===== src/rtl/output_ram_writer.sv =====
// Streams one frame of pixels into RAM at consecutive addresses from BASE_ADDR, one write per accepted pixel.
// Latency 1 (accept -> ram_wren). in_ready is high only in WRITE; in_valid=0 stalls without side effects.
module output_ram_writer #(
    parameter int          IMG_WIDTH  = 256,
    parameter int          IMG_HEIGHT = 256,
    parameter logic [15:0] BASE_ADDR  = 16'h0000
) (
    input  logic        clock,
    input  logic        reset,
    input  logic        start,
    input  logic        in_valid,
    input  logic [7:0]  in_data,
    output logic        in_ready,
    output logic [15:0] ram_address,
    output logic [7:0]  ram_data,
    output logic        ram_wren,
    output logic        busy,
    output logic        done
);

    localparam int NPIX  = IMG_WIDTH * IMG_HEIGHT;
    localparam int COL_W = (IMG_WIDTH  > 1) ? $clog2(IMG_WIDTH)  : 1;
    localparam int ROW_W = (IMG_HEIGHT > 1) ? $clog2(IMG_HEIGHT) : 1;
    localparam int CNT_W = $clog2(NPIX + 1);

    localparam logic [COL_W-1:0] COL_LAST = COL_W'(IMG_WIDTH - 1);
    localparam logic [ROW_W-1:0] ROW_LAST = ROW_W'(IMG_HEIGHT - 1);
    localparam logic [CNT_W-1:0] CNT_LAST = CNT_W'(NPIX - 1);

    typedef enum logic [1:0] {
        S_IDLE  = 2'd0,
        S_WRITE = 2'd1,
        S_DONE  = 2'd2
    } state_t;

    state_t             state_q, state_d;
    logic [15:0]        ptr_q, ptr_d;
    logic [COL_W-1:0]   col_q, col_d;
    logic [ROW_W-1:0]   row_q, row_d;
    logic [CNT_W-1:0]   cnt_q, cnt_d;
    logic               wren_q, wren_d;
    logic [15:0]        addr_q, addr_d;
    logic [7:0]         data_q, data_d;

    logic accept;
    logic last_pix;

    assign accept   = (state_q == S_WRITE) && in_valid;
    // Column/row and the flat count must agree on the final pixel.
    assign last_pix = (col_q == COL_LAST) && (row_q == ROW_LAST) && (cnt_q == CNT_LAST);

    always_comb begin
        state_d = state_q;
        ptr_d   = ptr_q;
        col_d   = col_q;
        row_d   = row_q;
        cnt_d   = cnt_q;
        wren_d  = 1'b0;
        addr_d  = addr_q;
        data_d  = data_q;

        case (state_q)
            S_IDLE: begin
                if (start) begin
                    state_d = S_WRITE;
                    ptr_d   = BASE_ADDR;
                    col_d   = '0;
                    row_d   = '0;
                    cnt_d   = '0;
                end
            end
            S_WRITE: begin
                if (accept) begin
                    wren_d = 1'b1;
                    addr_d = ptr_q;
                    data_d = in_data;
                    ptr_d  = ptr_q + 16'd1;
                    cnt_d  = cnt_q + CNT_W'(1);
                    if (col_q == COL_LAST) begin
                        col_d = '0;
                        row_d = row_q + ROW_W'(1);
                    end else begin
                        col_d = col_q + COL_W'(1);
                    end
                    if (last_pix) begin
                        state_d = S_DONE;
                    end
                end
            end
            S_DONE: begin
                state_d = S_IDLE;
            end
            default: begin
                state_d = S_IDLE;
            end
        endcase
    end

    always_ff @(posedge clock) begin
        if (reset) begin
            state_q <= S_IDLE;
            ptr_q   <= BASE_ADDR;
            col_q   <= '0;
            row_q   <= '0;
            cnt_q   <= '0;
            wren_q  <= 1'b0;
            addr_q  <= BASE_ADDR;
            data_q  <= 8'h00;
        end else begin
            state_q <= state_d;
            ptr_q   <= ptr_d;
            col_q   <= col_d;
            row_q   <= row_d;
            cnt_q   <= cnt_d;
            wren_q  <= wren_d;
            addr_q  <= addr_d;
            data_q  <= data_d;
        end
    end

    assign in_ready    = (state_q == S_WRITE);
    assign busy        = (state_q == S_WRITE);
    assign done        = (state_q == S_DONE);
    assign ram_wren    = wren_q;
    assign ram_address = addr_q;
    assign ram_data    = data_q;

endmodule


===== config.mk =====
export PLATFORM = sky130hd
export DESIGN_NAME = output_ram_writer
export DESIGN_NICKNAME = d
export VERILOG_FILES = /design/src/rtl/output_ram_writer.sv
export SDC_FILE = /design/constraint.sdc
export NUM_CORES = 1
export LEC_CHECK = 0
export CAP_MARGIN = 20
export CORE_ASPECT_RATIO = 1.4
export CORE_MARGIN = 3
export CORE_UTILIZATION = 50
export CTS_CLUSTER_SIZE = 16
export DETAILED_ROUTE_END_ITERATION = 8
export PLACE_DENSITY = 0.73
export SYNTH_ARGS = -nofsm -noshare
export SYNTH_HDL_FRONTEND = slang
export SYNTH_SLANG_ARGS = --single-unit

===== constraint.sdc =====
create_clock -name clock -period 4.1 [get_ports clock]
set_input_delay 0.82 -clock clock [delete_from_list [all_inputs] [get_ports clock]]
set_output_delay 0.82 -clock clock [all_outputs]
set_load 0.05 [all_outputs]

==> results.sh <==
export IMPL_final_setup_tns_ns=0
export IMPL_yosys_mux_area_fraction=0.00659
export IMPL_synthesis_area_per_instance_um2=8.30
export IMPL_final_period_utilization=0.756
export IMPL_run_status="finished, final reports clean"
export IMPL_min_from="ram_address[7]$_SDFFE_PP0P_"
export IMPL_syn_std_cell_area_mm2=0.00323
export IMPL_drt_drc_violations_left=0
export IMPL_complex_gate_fraction_of_the_synthesized_area=0.128
export IMPL_power_per_cell_area_mw_per_mm2=361
export IMPL_core_area_mm2=0.00625
export IMPL_count_of_endpoints_failing_setup_in_the_final_report=0
export IMPL_cp_arrival_ns=2.28
export IMPL_cts_buffer_depth=2
export IMPL_maxCapViolCount=0
export IMPL_minimum_clock_period_ns=3.10
export IMPL_gpl_final_weighted_congestion=0.852
export IMPL_final_max_slew_viol_count=0
export IMPL_die_w_um=73.9
export IMPL_synth_warning_count=0
export IMPL_tritoncts_clock_tree="built"
export IMPL_synth_simple_gate_area_share=0.283
export IMPL_dp_final_hpwl_um=4730
export IMPL_worstHoldPathCells=2
export IMPL_row_count=34
export IMPL_number_of_flops_mapped_to_enable_cells_by_yosys=0
export IMPL_htreeDepth=3
export IMPL_grt_start_max_net_pins=40
export IMPL_layout_drive_gt1_share=0.0565
export IMPL_postSynthNetCount=406
export IMPL_synth_cell_types=40
export IMPL_synth_cells=389
export IMPL_root_buf_cell="sky130_fd_sc_hd__clkbuf_8"
export IMPL_wl_um=6930
export IMPL_drt_pass1_iter_count=4
export IMPL_flow_area_growth_from_synthesis_pct=18.9
export IMPL_area_of_the_die_mm2=0.00747
export IMPL_height_of_the_chip_um=101
export IMPL_clk_pin_slew_ns=0.07
export IMPL_antenna_found_initial=0
export IMPL_clock_skew_final_ns=0.0113
export IMPL_hold_path_endpoint="ram_address[7]$_SDFFE_PP0P_"
export IMPL_dominant_cell_by_count_in_the_synthesized_netlist="sky130_fd_sc_hd__dfxtp_1"
export IMPL_share_of_synthesized_cell_area_in_full_adder_half_adder_and_majority_cells=0.0194
export IMPL_grt_usage=0.197
export IMPL_most_area_consuming_cells_after_synthesis="sky130_fd_sc_hd__dfxtp_1 47%, sky130_fd_sc_hd__a21oi_1 7.3%, sky130_fd_sc_hd__nand2_1 7.2%"
export IMPL_slew_headroom=0.431
export IMPL_start_kind="flop"
export IMPL_setup_reg_to_reg_worst_slack_ns=1.87
export IMPL_worst_r2r_endpoint="cnt_q[0]$_SDFFE_PP0P_"
export IMPL_seq_cells_post_synth=76
export IMPL_setup_worst_path_end_class="primary output"
export IMPL_yosys_area_top_type_share=0.472
export IMPL_postCtsSetupBuffers=0
export IMPL_synth_async_reset_ratio=0
export IMPL_synth_top_cells_by_count="76 x sky130_fd_sc_hd__dfxtp_1, 62 x sky130_fd_sc_hd__nand2_1, 47 x sky130_fd_sc_hd__a21oi_1, 29 x sky130_fd_sc_hd__nor2_1, 20 x sky130_fd_sc_hd__xnor2_1"
export IMPL_static_leakage_power_nw=1.17
export IMPL_clkLatencyLatePin_ns=0.35
export IMPL_detail_route_antenna_nets=0
export IMPL_cts_resized=0
export IMPL_max_freq_ghz=0.322
export IMPL_cts_hold_buffers_added=0
export IMPL_worst_r2r_cell_count=6
export IMPL_crit_reg2reg_launch="state_q[0]$_SDFFE_PP0P_"
export IMPL_maximum_resistive_drop_on_vdd_v=0.000239
export IMPL_worstSetupPathType="reg -> out"
export IMPL_synth_xor_xnor_area_share=0.0543
export IMPL_synth_top_family_by_area="simple AND/OR/NAND/NOR gates"
export IMPL_yosys_most_used_dff="sky130_fd_sc_hd__dfxtp_1"
export IMPL_worstHoldPathType="reg -> reg"
export IMPL_globalRouteOverflowTotal=0
export IMPL_num_vias=2817
export IMPL_cts_inserted_buffers=9
export IMPL_via_count_of_the_first_global_routing_pass=2652
export IMPL_transition_at_the_pin_with_the_smallest_max_transition_slack_ns=0.852
export IMPL_first_iter_violations=182
export IMPL_io_pins=40
export IMPL_crit_path_max_fanout=18
export IMPL_worst_endpoint_required_ns=3.28
export IMPL_worst_hold_slack_ns=0.453
export IMPL_initial_core_util=0.516
export IMPL_ant_diodes=0
export IMPL_grt_first_pass_wirelength_um=11600
export IMPL_detail_route_wl_per_cell_um=13.9
export IMPL_numnets_final=437
export IMPL_cts_sink_count=76
export IMPL_grt_setup_unrepaired="no"
export IMPL_final_hold_viol_count=0
export IMPL_synth_seq_area_share=0.472
export IMPL_detail_route_vias_per_cell=5.67
export IMPL_buffer_ports_inserted=39
export IMPL_synth_largest_area_cell="sky130_fd_sc_hd__dfxtp_1"
## layout make-up
cell class                 instances  area, µm²
multi-input combinational        283       1590
clock buffer                      12        165
inverter                           8       30.0
fill                             562       2420
timing repair buffer              42        413
sequential                        76       1520
clock inverter                     4       22.5
tap                               72       90.1
## flip-flops by register name, indices dropped and copies added, names as in the netlist
signal,cells
cnt_q,17
col_q,8
ptr_q,16
ram_address,16
ram_data,8
ram_wren,1
row_q,8
state_q,2
## placed cells by master, fill, tap and decap left out, types with 4 or more instances in the layout
| cell | Yosys | routed |
|---|---|---|
| sky130_fd_sc_hd__nand4_1 | 11 | 11 |
| sky130_fd_sc_hd__dfxtp_1 | 76 | 76 |
| sky130_fd_sc_hd__o31ai_1 | 4 | 4 |
| sky130_fd_sc_hd__nor3b_1 | 4 | 4 |
| sky130_fd_sc_hd__nand3_1 | 13 | 13 |
| sky130_fd_sc_hd__clkbuf_8 | 0 | 12 |
| sky130_fd_sc_hd__clkdlybuf4s50_1 | 0 | 39 |
| sky130_fd_sc_hd__or3_1 | 15 | 15 |
| sky130_fd_sc_hd__nand2_1 | 62 | 62 |
| sky130_fd_sc_hd__nor4_1 | 7 | 7 |
| sky130_fd_sc_hd__xnor2_1 | 20 | 20 |
| sky130_fd_sc_hd__nor3_1 | 13 | 12 |
| sky130_fd_sc_hd__inv_1 | 8 | 8 |
| sky130_fd_sc_hd__ha_1 | 5 | 5 |
| sky130_fd_sc_hd__a21oi_1 | 47 | 47 |
| sky130_fd_sc_hd__o21ai_0 | 17 | 17 |
| sky130_fd_sc_hd__or4_1 | 6 | 6 |
| sky130_fd_sc_hd__nor2_1 | 29 | 29 |
## logic make-up (layout without fill, tap and decap cells)
logic type | count (synthesis) | after routing
xor+xnor | 20 | 20
buf+inv | 30 | 66
flops | 76 | 76
fa+ha+maj | 5 | 5
simple gates | 180 | 180
compound gates | 76 | 76
mux | 2 | 2
## report_power, final
group / internal (mW) / total (mW) / switching, mW
clock network: 0.266 / 0.531 / 0.265
logic: 0.0319 / 0.103 / 0.0710
registers: 0.746 / 0.753 / 0.00680
total: 1.04 / 1.39 / 0.342
## metrics by stage
step	worst slack, ns	power [mW]	area [µm²]	std cells	util
after floorplan	1.96	0.836	3230	389	-
after global placement	1.10	0.871	3650	481	0.583
after detailed placement	1.00	0.873	3650	481	0.583
after CTS	0.998	1.39	3840	497	0.613
after global routing	0.889	1.43	3840	497	0.613
final	0.998	1.39	3840	497	0.613
## metal layers
layer / GRT usage / wire length, µm
met3: 0.0399 / 368
met4: 0.0893 / 99
met1: 0.246 / 3080
met2: 0.323 / 3380
met5: 0 / 0
## critical path, cell delays in order, from the launching register on
cell,delay [ns]
sky130_fd_sc_hd__dfxtp_1,0.50
sky130_fd_sc_hd__or2b_1,0.35
sky130_fd_sc_hd__inv_1,0.23
sky130_fd_sc_hd__clkdlybuf4s50_1,0.86
## worst max path at each step
stage	startpoint	endpoint	slack [ns]	cells after the start
3_3_place_gp	in_valid	ptr_q[0]$_SDFFE_PP0P_	1.10	7
4_1_cts	state_q[1]$_SDFFE_PP0P_	in_ready	1.0	3
2_1_floorplan	state_q[0]$_SDFFE_PP0P_	in_ready	1.96	3
3_5_place_dp	in_valid	cnt_q[0]$_SDFFE_PP0P_	1.00	7
5_1_grt	state_q[1]$_SDFFE_PP0P_	in_ready	0.89	3
6_report	state_q[1]$_SDFFE_PP0P_	in_ready	1.0	3
Note: power is estimated with default switching activity, not from simulation.
